[config.mk]
export PLATFORM = sky130hd
export DESIGN_NAME = serial_loader16
export DESIGN_NICKNAME = d
export VERILOG_FILES = /design/src/rtl/serial_loader16.sv
export SDC_FILE = /design/constraint.sdc
export NUM_CORES = 1
export LEC_CHECK = 0
export BUFFER_PORTS_ARGS = -buffer_cell sky130_fd_sc_hd__buf_2
export CORE_MARGIN = 1
export CORE_UTILIZATION = 51
export DETAILED_ROUTE_END_ITERATION = 8
export PLACE_DENSITY = 0.72
export SETUP_SLACK_MARGIN = 0.4
export SYNTH_ARGS = -nofsm -noshare
export SYNTH_HDL_FRONTEND = slang
export SYNTH_SLANG_ARGS = --single-unit
[constraint.sdc]
create_clock -name clk -period 4.1 [get_ports clk]
set_input_delay 0.615 -clock clk [delete_from_list [all_inputs] [get_ports clk]]
set_output_delay 0.615 -clock clk [all_outputs]
set_load 0.05 [all_outputs]
[src/rtl/serial_loader16.sv]
// Serial-to-parallel frame loader.
// Shifts WIDTH data bits in MSB first, optionally checks one trailing
// even-parity bit, then presents the word on out with a single-cycle
// enable strobe for a downstream parallel latch. WIDTH must be at least 2.
module serial_loader16 #(
    parameter int WIDTH     = 16,
    parameter int PARITY_EN = 1
) (
    input  logic             clk,
    input  logic             rst,
    input  logic             start,
    input  logic             sin,
    input  logic             sin_valid,
    output logic [WIDTH-1:0] out,
    output logic             enable,
    output logic             busy,
    output logic             perr
);

    // One spare bit so the counter can reach WIDTH without wrapping.
    localparam int CNT_W = $clog2(WIDTH) + 1;
    localparam logic [CNT_W-1:0] LAST_IDX = CNT_W'(WIDTH - 1);

    typedef enum logic [1:0] {
        IDLE   = 2'd0,
        SHIFT  = 2'd1,
        PARITY = 2'd2,
        STROBE = 2'd3
    } state_t;

    state_t             state_q;
    logic [WIDTH-1:0]   sr_q;
    logic [WIDTH-1:0]   sr_d;
    logic [CNT_W-1:0]   cnt_q;
    logic [CNT_W-1:0]   cnt_d;
    logic [WIDTH-1:0]   out_q;
    logic               perr_q;
    logic               parity_ok;

    // Shift-register and counter candidates for a cycle that takes a bit.
    always_comb begin
        sr_d      = {sr_q[WIDTH-2:0], sin};
        cnt_d     = cnt_q + CNT_W'(1);
        // Even parity: data bits and parity bit together XOR to zero.
        parity_ok = ((^sr_q) ^ sin) == 1'b0;
    end

    // Frame controller: state, shift register, counter, output word and error flag.
    always_ff @(posedge clk) begin
        // NOTE: sequential state uses non-blocking assignments so every register
        // samples the pre-edge values, independent of statement order.
        if (rst) begin
            state_q <= IDLE;
            sr_q    <= '0;
            cnt_q   <= '0;
            out_q   <= '0;
            perr_q  <= 1'b0;
        end else begin
            case (state_q)
                IDLE: begin
                    // A bit presented alongside start is deliberately dropped.
                    if (start) begin
                        state_q <= SHIFT;
                        sr_q    <= '0;
                        cnt_q   <= '0;
                        perr_q  <= 1'b0;
                    end
                end
                SHIFT: begin
                    // Idle cycles simply wait; there is no timeout.
                    if (sin_valid) begin
                        sr_q  <= sr_d;
                        cnt_q <= cnt_d;
                        if (cnt_q == LAST_IDX) begin
                            if (PARITY_EN != 0) begin
                                state_q <= PARITY;
                            end else begin
                                state_q <= STROBE;
                                out_q   <= sr_d;
                            end
                        end
                    end
                end
                PARITY: begin
                    if (sin_valid) begin
                        if (parity_ok) begin
                            state_q <= STROBE;
                            out_q   <= sr_q;
                        end else begin
                            // Bad frame: keep the previous good word, flag it.
                            state_q <= IDLE;
                            perr_q  <= 1'b1;
                        end
                    end
                end
                STROBE: begin
                    state_q <= IDLE;
                end
                default: begin
                    state_q <= IDLE;
                end
            endcase
        end
    end

    // Status outputs decoded purely from the registered state.
    always_comb begin
        enable = (state_q == STROBE);
        busy   = (state_q != IDLE);
        out    = out_q;
        perr   = perr_q;
    end

endmodule

Yosys cells after proc, flatten, opt, wreduce, memory -nomap -nowiden
Index checks and enable logic that the tools add are counted.
- bits in registers: 40
- input bits: 5
- output and inout port bits: 19
- add/sub/neg operators: 1
- equal/unequal tests: 9
- mux-type cells: 16
- bitwise operators: 2
- reductions and logical operators: 9
- operators with widths (operator ; number):
    2-to-1 mux 16 bit ; 2
    one-hot mux 16 bit (2 select lines) ; 1
    parity 16 bit ; 1
    2-to-1 mux 2 bit ; 5
    2-to-1 mux 5 bit ; 2
    inequality test 2 bit (second input constant) ; 5
    one-hot mux 5 bit (2 select lines) ; 1
    one-hot mux 2 bit (4 select lines) ; 1
    AND reduction 4 bit ; 2
    AND reduction 3 bit ; 2
    nonzero test 2 bit ; 3
    adder 5 x 1 -> 5 bit (second input constant) ; 1
    == test 5 x 4 -> 1 bit (second input constant) ; 1
    == test 2 bit (second input constant) ; 2
    2-to-1 mux 1 bit ; 3
    == test 2 x 1 -> 1 bit (second input constant) ; 1
    logical NOT 2 bit ; 1
    one-hot mux 1 bit (2 select lines) ; 1
    inverter 1 bit ; 1
    XOR 1 bit ; 1

Depth between registers and ports, before layout
Gate-level depths: netlist of run 1.
- depth after elaboration: 5
- mapped depth: 7
- depth with buffers taken out: 7

Worst setup path before layout of run 1
Ideal clock, no wire load.
- path kind: input to register
- start point: input sin
- end point: register out_q[10] (netlist: out[10])
- library setup time: 72 ps
- arrival: 2055 ps
- data required time: 4028 ps
- path slack: 1973 ps
- stages: 6
- path through: xnor2_1 > xnor2_2 > xnor3_2 > mux2i_4 > buf_12 > mux2i_1
- longest elaborated chain between the ends: 3
- RTL lines (what ; line ; text):
    start: declaration ; 12 ; input logic sin,
    XOR 1 bit ; 45 ; parity_ok = ((^sr_q) ^ sin) == 1'b0;
    inverter 1 bit (no source line) ; -- ;
    AND reduction 3 bit (no source line) ; -- ;
    end signal: assignment ; 79 ; out_q <= sr_d;
    end signal: assignment ; 88 ; out_q <= sr_q;
    end: declaration ; 36 ; logic [WIDTH-1:0] out_q;
Every way passes these cells.
A chain may end at the register's enable or synchronous reset.

Final worst setup path of run 1
- start point: register sr_q[4]
- end point: register out_q[11] (netlist: out[11])
- longest elaborated chain between the ends: 4
- RTL lines (what ; line ; text):
    start: declaration ; 32 ; logic [WIDTH-1:0] sr_q;
    start signal: assignment ; 72 ; sr_q <= sr_d;
    parity 16 bit ; 45 ;
    XOR 1 bit ; 45 ;
    inverter 1 bit (no source line) ; -- ;
    AND reduction 3 bit (no source line) ; -- ;
Every way passes these cells.

==> results.txt, run 1 <==
first-pass GRT wire length - 5789 um
Tot GR Track Use - 18.75%
H-tree Lvls - 2
sequential share of power - 56.4%
post-synth cell types - 33
layout cells sized above 1 - 16.09%
CP Cell Sequence - xor2_1, xnor3_2, nand3b_1, mux2i_4, mux2i_1
I/O Buffers - 23
CTS max path bufs - 2
drt via density - 5.239
crit path max fanout - 16
unrepaired setup endpoints after global routing - false
final setup vio count - 0
DRT antenna net count - 0
setup TNS - 0 ns
die footprint - 3947 um^2
drt pass-1 iters - 4
GRT overflow - 0
Final WS setup - 1.888 ns
Synth Cell Area - 1887 um^2
placed inst area - 1968 um^2
initial antenna violation count - 0
CTS buffer count - 5
Core ar. - 3442 um^2
root buf cell - clkbuf_8
largest net degree at the start of global routing - 25
Sw Ratio - 25.63%
DR vias - 1446
worst-skew pair later-pin latency - 0.29 ns
Max Clock Skew - 0.009064 ns
Placer Congestion - 0.7137
worst reg2reg setup slack - 1.89 ns
DP Wirelength - 2238 um
Cell Int Power - 0.0005204 W
Die Wd - 62.83 um
hold_buf cts - 0
Syn Nets - 220
Max Clk Rate - 452.0 MHz
Final Hold Vio Count - 0
source of the critical timing path - sr_q[4]
fillers - 329
Sw Pwr - 0.0001794 W
post-cts sizing count - 0
FP Rows - 21
P per Cell Area - 341.5 nW/um^2
commonest non-fill, non-tap cell in the layout - nand2_1
number of cells on the worst reg-to-reg path - 5
die height - 62.83 um
status - complete, no violations
Max stage delay on crit path - 0.61 ns
Clock Power Share - 35.9%
Slew headroom - 22.25%
slowest CP cell - mux2i_4
IO Pins - 24
critical path arrival - 2.43 ns
critical path startpoint category - flop
synthesis-to-layout area growth - 8.621%
Seq/Total Area, Yosys - 42.44%
Peak VDD IR - 0.0002255 V
Tightest Hold Check Type - flop to flop
vias in the first global route - 1300
Reg2Reg Launch Point - sr_q[4]
postcts setup bufs - 0
Tmin final - 2.212 ns
FF+latch count, synth - 40
critical path endpoint - out[11]
Synth Warn # - 0
Place WS - 1.544 ns
Routed WL - 3368 um
Comb power frac - 7.7%
Final Cell Area - 2049 um^2
Worst EP required - 4.32 ns
starting density of the core - 54.82%
commonest cells after routing, fill and taps aside - nand2_1, dfxtp_1, buf_2
CTS tree - yes
Period Utilization, post-route - 53.96%
average cell area after synthesis - 8.858 um^2
Lkg Pwr - 0.8485 nW
Avg WL per Cell - 12.20 um
number of diodes - 0
RR Endpoint - out[11]
clk slew on worst S/H paths - 0.08 ns
Worst-Margin Slew - 1.164 ns
Worst Setup Path Type - flop to flop
DRC - 0
Final nets - 237
max cap viols - 0
Slew Limit Fails - 0
Num Clock Sinks - 40
Setup crit end kind - flop
Synth Instances - 213
Starting DRT DRC Count - 63
final cells by class:
type / count / area, um^2 / area share, %
clock buffers: 5 / 68.82 / 3.358
clock inverters: 2 / 12.51 / 0.6105
inverters: 4 / 15.01 / 0.7326
multi-input cells: 154 / 964.7 / 47.07
flip-flops and latches: 40 / 800.8 / 39.07
well taps: 46 / 57.56 / 2.808
repair buffers: 25 / 130.1 / 6.349
power by group through the flow:
stage          clock (W)  combinational (W)  sequential (W)
2_1_floorplan          0          0.0000456        0.000401
3_3_place_gp           0          0.0000531        0.000404
3_5_place_dp           0          0.0000533        0.000404
4_1_cts         0.000260          0.0000534        0.000395
5_1_grt         0.000276          0.0000591        0.000395
6_report        0.000251          0.0000535        0.000395
synthesized netlist by cell type, drive strengths merged:
library cell	number	area share (%)
buf	1	1.1
clkinv	1	0.20
nor2b	2	0.66
dfxtp	40	42
nand4	1	0.33
o31a	1	0.46
xnor2	10	5.0
a21o	1	0.40
ha	2	1.3
inv	3	0.60
mux2i	18	10
o21ai	1	0.26
nor2	19	3.8
nand3b	2	0.80
nand2b	2	0.66
xor2	4	1.9
and2	1	0.33
dlygate4sd1	1	0.46
nand3	5	1.3
o2111ai	1	0.46
a21oi	21	5.6
a211oi	2	0.80
xnor3	2	2.5
clkbuf	12	3.4
and3	16	5.4
a31oi	1	0.33
o41ai	1	0.46
dlymetal6s4s	1	0.66
nand2	41	8.2
cell families after synthesis:
logic type	synth area share, %
AOI/OAI and AO/OA	8.753
xor gates and xnor gates	9.417
adders and majority gates	1.326
buffers and inverters	6.433
DFF	42.44
muxes	10.21
and+or+nand+nor	21.42
through the flow:
step / util [%] / cells / hold WS [ns] / total power [W]
CTS: 59.54 / 276 / 0.4589 / 0.0007082
detailed placement: 57.18 / 269 / 0.4450 / 0.0004571
global placement: 57.18 / 269 / 0.4399 / 0.0004570
floorplan: - / 213 / 0.4319 / 0.0004469
finish: 59.54 / 276 / 0.4556 / 0.0006998
global route: 59.54 / 276 / 0.4720 / 0.0007306
worst min path at each step:
stage	startpoint	to	slack, ns	depth (start not counted)
after global placement	out[2]	out[2]	0.44	2
after floorplan	cnt_q[4]	cnt_q[4]	0.43	2
final	out[6]	out[6]	0.46	2
after detailed placement	out[12]	out[12]	0.45	2
after global routing	out[2]	out[2]	0.47	2
after CTS	out[12]	out[12]	0.46	2
registers in the layout, indices dropped and copies added, names as in the netlist:
name / flops
out: 16
perr: 1
sr_q: 16
state_q: 2
cnt_q: 5
per-layer routing:
metal	track usage [%]	vias up	share of wire, %
met2	30.98	38	46
li1	-	744	-
met1	22.44	660	47
met5	0	-	0
met3	6.204	4	5.6
met4	6.977	0	1.1
critical path, delay by kind of cell (launching register included):
family           cells  cell delay (ns)
AND/OR/NAND/NOR      1             0.22
flip-flops           1             0.41
multiplexers         2             0.86
XOR/XNOR             2             0.65
Power figures use the tool's default switching activity.
==> inputs of run 2 (changes only) <==
--- a/config.mk
+++ b/config.mk
@@ -9,7 +9,7 @@
 export CORE_MARGIN = 1
 export CORE_UTILIZATION = 51
 export DETAILED_ROUTE_END_ITERATION = 8
-export PLACE_DENSITY = 0.72
+export PLACE_DENSITY = 0.74
 export SETUP_SLACK_MARGIN = 0.4
 export SYNTH_ARGS = -nofsm -noshare
 export SYNTH_HDL_FRONTEND = slang
==> constraint.sdc (replaced) <==
create_clock -name clk -period 2 [get_ports clk]
set_input_delay 0.3 -clock clk [delete_from_list [all_inputs] [get_ports clk]]
set_output_delay 0.3 -clock clk [all_outputs]
set_load 0.05 [all_outputs]
==> run 2 against run 1 <==
Net effect: total power rose by 120%; critical path depth rose by 1; routed wire length rose by 5.0%; die area did not move; utilization rose by 4.7 points; maximum frequency rose by 21%; sequential share of layout area fell by 2.2 points; register-to-register slack got worse by 1.7 ns; flip-flop and latch count did not move; critical path type unchanged.
==> results.txt, run 2 (synthesized netlist as in run 1, its figures left out) <==
Worst Setup Path Type - flop to flop
Sw Ratio - 22.90% (-2.7 points)
CP Cell Sequence - xnor2_2, xnor2_1, xnor3_2, mux2i_4, buf_8, mux2i_1
P per Cell Area - 712.1 nW/um^2 (+110%)
critical path arrival - 2.05 ns (-0.38 ns)
Lkg Pwr - 0.9144 nW (+7.8%)
FP Rows - 21 (unchanged)
worst hold stages - 2 (unchanged)
Final nets - 244 (+3.0%)
Final Hold Vio Count - 0 (unchanged)
max cap viols - 0 (unchanged)
commonest non-fill, non-tap cell in the layout - nand2_1
Cell Int Power - 0.001213 W (+130%)
WP depth - 6 (+1)
initial antenna violation count - 0 (unchanged)
GRT overflow - 0 (unchanged)
commonest cells after routing, fill and taps aside - nand2_1, dfxtp_1, buf_2
Slew headroom - 70.03% (+48 points)
Peak VDD IR - 0.0004364 V (+94%)
Starting DRT DRC Count - 90 (+43%)
largest net degree at the start of global routing - 25 (unchanged)
Clock Power Share - 40.4% (+4.5 points)
CTS tree - yes
Worst EP required - 2.22 ns (-2.10 ns)
synthesis-to-layout area growth - 17.11%
cell family with most CP delay - XOR/XNOR gates
final setup vio count - 0 (unchanged)
crit path max fanout - 10 (-6)
die height - 62.83 um (unchanged)
IO Pins - 24 (unchanged)
Avg WL per Cell - 12.45 um (+2.0%)
CTS max path bufs - 2 (unchanged)
number of cells on the worst reg-to-reg path - 6 (+1)
DR vias - 1488 (+2.9%)
H-tree Lvls - 2 (unchanged)
Die Wd - 62.83 um (unchanged)
Max stage delay on crit path - 0.48 ns (-0.13 ns)
Max Clock Skew - 0.003719 ns (-0.005344 ns)
sequential share of power - 51.4% (-5.0 points)
slowest CP cell - xnor3_2
starting density of the core - 54.82% (unchanged)
Period Utilization, post-route - 91.41% (+37 points)
worst path buffer plus inverter count - 1 (+1)
Finished Core Util - 64.19% (+4.7 points)
Core ar. - 3442 um^2 (unchanged)
Num Clock Sinks - 40 (unchanged)
Setup crit end kind - flop
Max Clk Rate - 547.0 MHz (+21%)
number of diodes - 0 (unchanged)
root buf cell - clkbuf_8
drt via density - 5.239 (about the same)
Tot GR Track Use - 19.53% (+0.78 points)
drt pass-1 iters - 4 (unchanged)
Placer Congestion - 0.7400 (+3.7%)
status - complete, no violations
layout cells sized above 1 - 25.21% (+9.1 points)
unrepaired setup endpoints after global routing - true
first-pass GRT wire length - 6009 um (+3.8%)
worst-skew pair later-pin latency - 0.29 ns (about the same)
Routed WL - 3535 um (+5.0%)
die footprint - 3947 um^2 (unchanged)
Sw Pwr - 0.0003603 W (+100%)
clk slew on worst S/H paths - 0.07 ns (about the same)
Comb power frac - 8.1% (+0.4 points)
DRT antenna net count - 0 (unchanged)
setup TNS - 0 ns (unchanged)
CTS buffer count - 5 (unchanged)
vias in the first global route - 1338 (+2.9%)
Worst-Margin Slew - 0.4495 ns (-0.7144 ns)
critical path startpoint category - flop
DRC - 0 (unchanged)
I/O Buffers - 23 (unchanged)
Tightest Hold Check Type - input pin to flop
DP Wirelength - 2295 um (+2.5%)
Slew Limit Fails - 0 (unchanged)
Tmin final - 1.828 ns (-0.3842 ns)
## run 2: cell types whose count changed in the layout (fill, tap and decap cells not counted), sizes merged
| cell | delta |
|---|---|
| buf | +7 |
| bufinv | +1 |
| clkbuf | +1 |
| clkinvlp | -1 |
## run 2: path summary, 6_finish.rpt
path         startpoint       end  slack (ns)
max             sr_q[9]   out[13]        0.17
min               start  cnt_q[3]        0.26
max reg2reg     sr_q[9]   out[13]        0.17
min reg2reg      out[8]    out[8]        0.45
## run 2: power groups by stage
stage | sequential [W] | clock (W) | combinational [W]
finish | 0.000810 | 0.000636 | 0.000128
global route | 0.000810 | 0.000692 | 0.000139
CTS | 0.000808 | 0.000651 | 0.000125
detailed placement | 0.000828 | 0 | 0.000124
global placement | 0.000828 | 0 | 0.000123
floorplan | 0.000823 | 0 | 0.0000971
## run 2: final cells by class
| type | instances | area, um^2 |
|---|---|---|
| tap | 46 | 57.56 |
| multi-input combinational | 154 | 1021 |
| inverter | 4 | 15.01 |
| sequential | 40 | 814.5 |
| clock buffer | 6 | 72.57 |
| timing repair buffer | 32 | 193.9 |
| clock inverter | 2 | 35.03 |
| fill | 305 | 1232 |
## run 2: worst reg2reg max path, cell delays in order (launching register included)
cell     delay (ns)
dfxtp_2        0.35
xnor2_2        0.17
xnor2_1        0.13
xnor3_2        0.48
mux2i_4        0.23
buf_8          0.19
mux2i_1        0.21
## run 2: per-layer routing
layer	routed length, um	track usage (%)	part of all wire, %	vias up
li1	-	-	-	761
met1	1659	23.70	47	677
met2	1618	32.34	46	41
met3	190	4.927	5.4	9
met4	67	8.721	1.9	0
met5	0	0	0	-
## run 2: stage by stage
step	power [W]	instance area, um^2	hold slack (ns)	worst slack [ns]	instances
floorplan	0.0009199	1928	0.3975	0.1650	213
finish	0.001573	2210	0.2608	0.1718	284
detailed placement	0.0009519	2047	0.4425	0.1282	274
CTS	0.001584	2185	0.2553	0.1819	284
global placement	0.0009507	2047	0.4400	0.1879	274
global route	0.001641	2210	0.2684	0.08008	284
## run 2: what timing repair did
| item | in CTS | in global routing |
|---|---|---|
| hold buffers | 0 | 0 |
| gates resized for setup | 5 | 5 |
| setup endpoints to repair | 19 | 35 |
| buffers inserted | 2 | 0 |
==> inputs of run 3 (changes only) <==
==> constraint.sdc (replaced) <==
create_clock -name clk -period 2 [get_ports clk]
set_input_delay 0.3 -clock clk [delete_from_list [all_inputs] [get_ports clk]]
set_output_delay 0.3 -clock clk [all_outputs]
set_load 0.005 [all_outputs]
==> run 3 against run 2 <==
Net effect: utilization shrank 1.4 points; highest routed layer unchanged; die area is the same; critical path depth is the same; non-clock buffer count shrank 1; total power shrank 6.4%; maximum frequency grew 0.22%; global-route usage shrank 0.52 points; final area shrank 2.2%; first-iteration DRC count shrank 2.2%.
==> results.txt, run 3 (synthesized netlist as in run 1, its figures left out) <==
status - complete, no violations
drt via density - 5.216 (-0.46%)
final setup vio count - 0 (unchanged)
Cell Int Power - 0.001125 W (-7.2%)
Setup crit end kind - flop
CTS buffer count - 5 (unchanged)
vias in the first global route - 1328 (-0.75%)
hold_buf cts - 0 (unchanged)
Core ar. - 3442 um^2 (unchanged)
Routed WL - 3432 um (-2.9%)
DRT antenna net count - 0 (unchanged)
Lkg Pwr - 0.8953 nW (-2.1%)
source of the critical timing path - sr_q[9]
I/O Buffers - 23 (unchanged)
Worst Setup Path Type - flop to flop
Num Clock Sinks - 40 (unchanged)
IO Pins - 24 (unchanged)
H-tree Lvls - 2 (unchanged)
Die Wd - 62.83 um (unchanged)
first-pass GRT wire length - 5844 um (-2.7%)
initial antenna violation count - 0 (unchanged)
Slew Limit Fails - 0 (unchanged)
Worst-Margin Slew - 0.4457 ns (-0.003838 ns)
worst hold start - start
DP Wirelength - 2244 um (-2.2%)
root buf cell - clkbuf_8
setup TNS - 0 ns (unchanged)
GRT overflow - 0 (unchanged)
FP Rows - 21 (unchanged)
Period Utilization, post-route - 91.21% (-0.20 points)
Max Clock Skew - 0.003724 ns (+0.000004360 ns)
Placer Congestion - 0.7419 (+0.26%)
worst-skew pair later-pin latency - 0.29 ns (about the same)
synthesis-to-layout area growth - 14.52%
layout cells sized above 1 - 23.21% (-2.0 points)
Tmin final - 1.824 ns (-0.004005 ns)
number of diodes - 0 (unchanged)
Final Power - 0.001473 W (-6.4%)
Starting DRT DRC Count - 88 (-2.2%)
unrepaired setup endpoints after global routing - true
commonest cells after routing, fill and taps aside - nand2_1, dfxtp_1, buf_2
CTS tree - yes
drt pass-1 iters - 4 (unchanged)
sequential share of power - 55.1% (+3.7 points)
critical path startpoint category - flop
Avg WL per Cell - 12.13 um (-2.6%)
max cap viols - 0 (unchanged)
Final Hold Vio Count - 0 (unchanged)
starting density of the core - 54.82% (unchanged)
Peak VDD IR - 0.0004757 V (+9.0%)
clk slew on worst S/H paths - 0.07 ns (about the same)
die height - 62.83 um (unchanged)
Tot GR Track Use - 19.01% (-0.52 points)
CTS max path bufs - 2 (unchanged)
DR vias - 1476 (-0.81%)
Reg2Reg Launch Point - sr_q[9]
Final nets - 243 (-0.41%)
Tightest Hold Check Type - input pin to flop
Slew headroom - 70.29% (+0.26 points)
Worst EP required - 2.22 ns (about the same)
largest net degree at the start of global routing - 25 (unchanged)
critical path arrival - 2.04 ns (about the same)
commonest non-fill, non-tap cell in the layout - nand2_1
crit path max fanout - 6 (-4)
P per Cell Area - 681.5 nW/um^2 (-4.3%)
Sw Pwr - 0.0003475 W (-3.6%)
Comb power frac - 8.0% (about the same)
Max Clk Rate - 548.2 MHz (+0.22%)
Sw Ratio - 23.60% (+0.70 points)
Clock Power Share - 36.9% (-3.5 points)
DRC - 0 (unchanged)
die footprint - 3947 um^2 (unchanged)
[run 3: what timing repair did]
action / 4_1_cts / 5_1_grt
pin swaps: 0 / 0
buffers inserted: 0 / 0
resized for setup: 2 / 2
hold endpoints to repair: 0 / 0
endpoints found under the setup margin: 19 / 20
[run 3: final timing paths]
check                  end  slack [ns]  depth (start not counted)
setup reg to reg    out[1]        0.18                          6
setup / recovery    out[1]        0.18                          6
hold reg to reg     out[9]        0.46                          2
hold / removal    cnt_q[2]        0.27                          2
[run 3: critical path, stage by stage, from the launching register on]
cell,delay (ns)
dfxtp_2,0.35
xnor2_2,0.14
xnor2_1,0.17
xnor3_2,0.49
mux2i_4,0.21
buf_4,0.20
mux2i_1,0.20
[run 3: layout make-up]
type / count / area [um^2]
multi-input cells: 154 / 1006
well taps: 46 / 57.56
fillers: 313 / 1281
repair buffers: 31 / 182.7
flip-flops and latches: 40 / 809.5
inverters: 4 / 15.01
clock buffers: 8 / 90.09
[run 3: power by group through the flow]
stage	Combinational, W	Sequential [W]	Clock, W
2_1_floorplan	0.0000899	0.000823	0
3_3_place_gp	0.000117	0.000828	0
3_5_place_dp	0.000118	0.000828	0
4_1_cts	0.000118	0.000810	0.000556
5_1_grt	0.000129	0.000811	0.000599
6_report	0.000118	0.000811	0.000543
[run 3: stage by stage]
step	instances	worst slack, ns	util, %	instance area, um^2	hold WS (ns)
floorplan	213	0.1650	-	1928	0.3975
global placement	275	0.1909	59.69	2054	0.4389
detailed placement	275	0.1450	59.69	2054	0.4430
CTS	283	0.1727	62.52	2152	0.2581
global route	283	0.09115	62.78	2161	0.2718
finish	283	0.1758	62.78	2161	0.2674
[run 3: layer usage]
layer | wire [um] | global-route usage (%) | vias to the layer above
li1 | - | - | 749
met2 | 1571 | 30.43 | 22
met1 | 1688 | 23.33 | 696
met3 | 117 | 4.380 | 9
met4 | 54 | 10.76 | 0
met5 | 0 | 0 | -
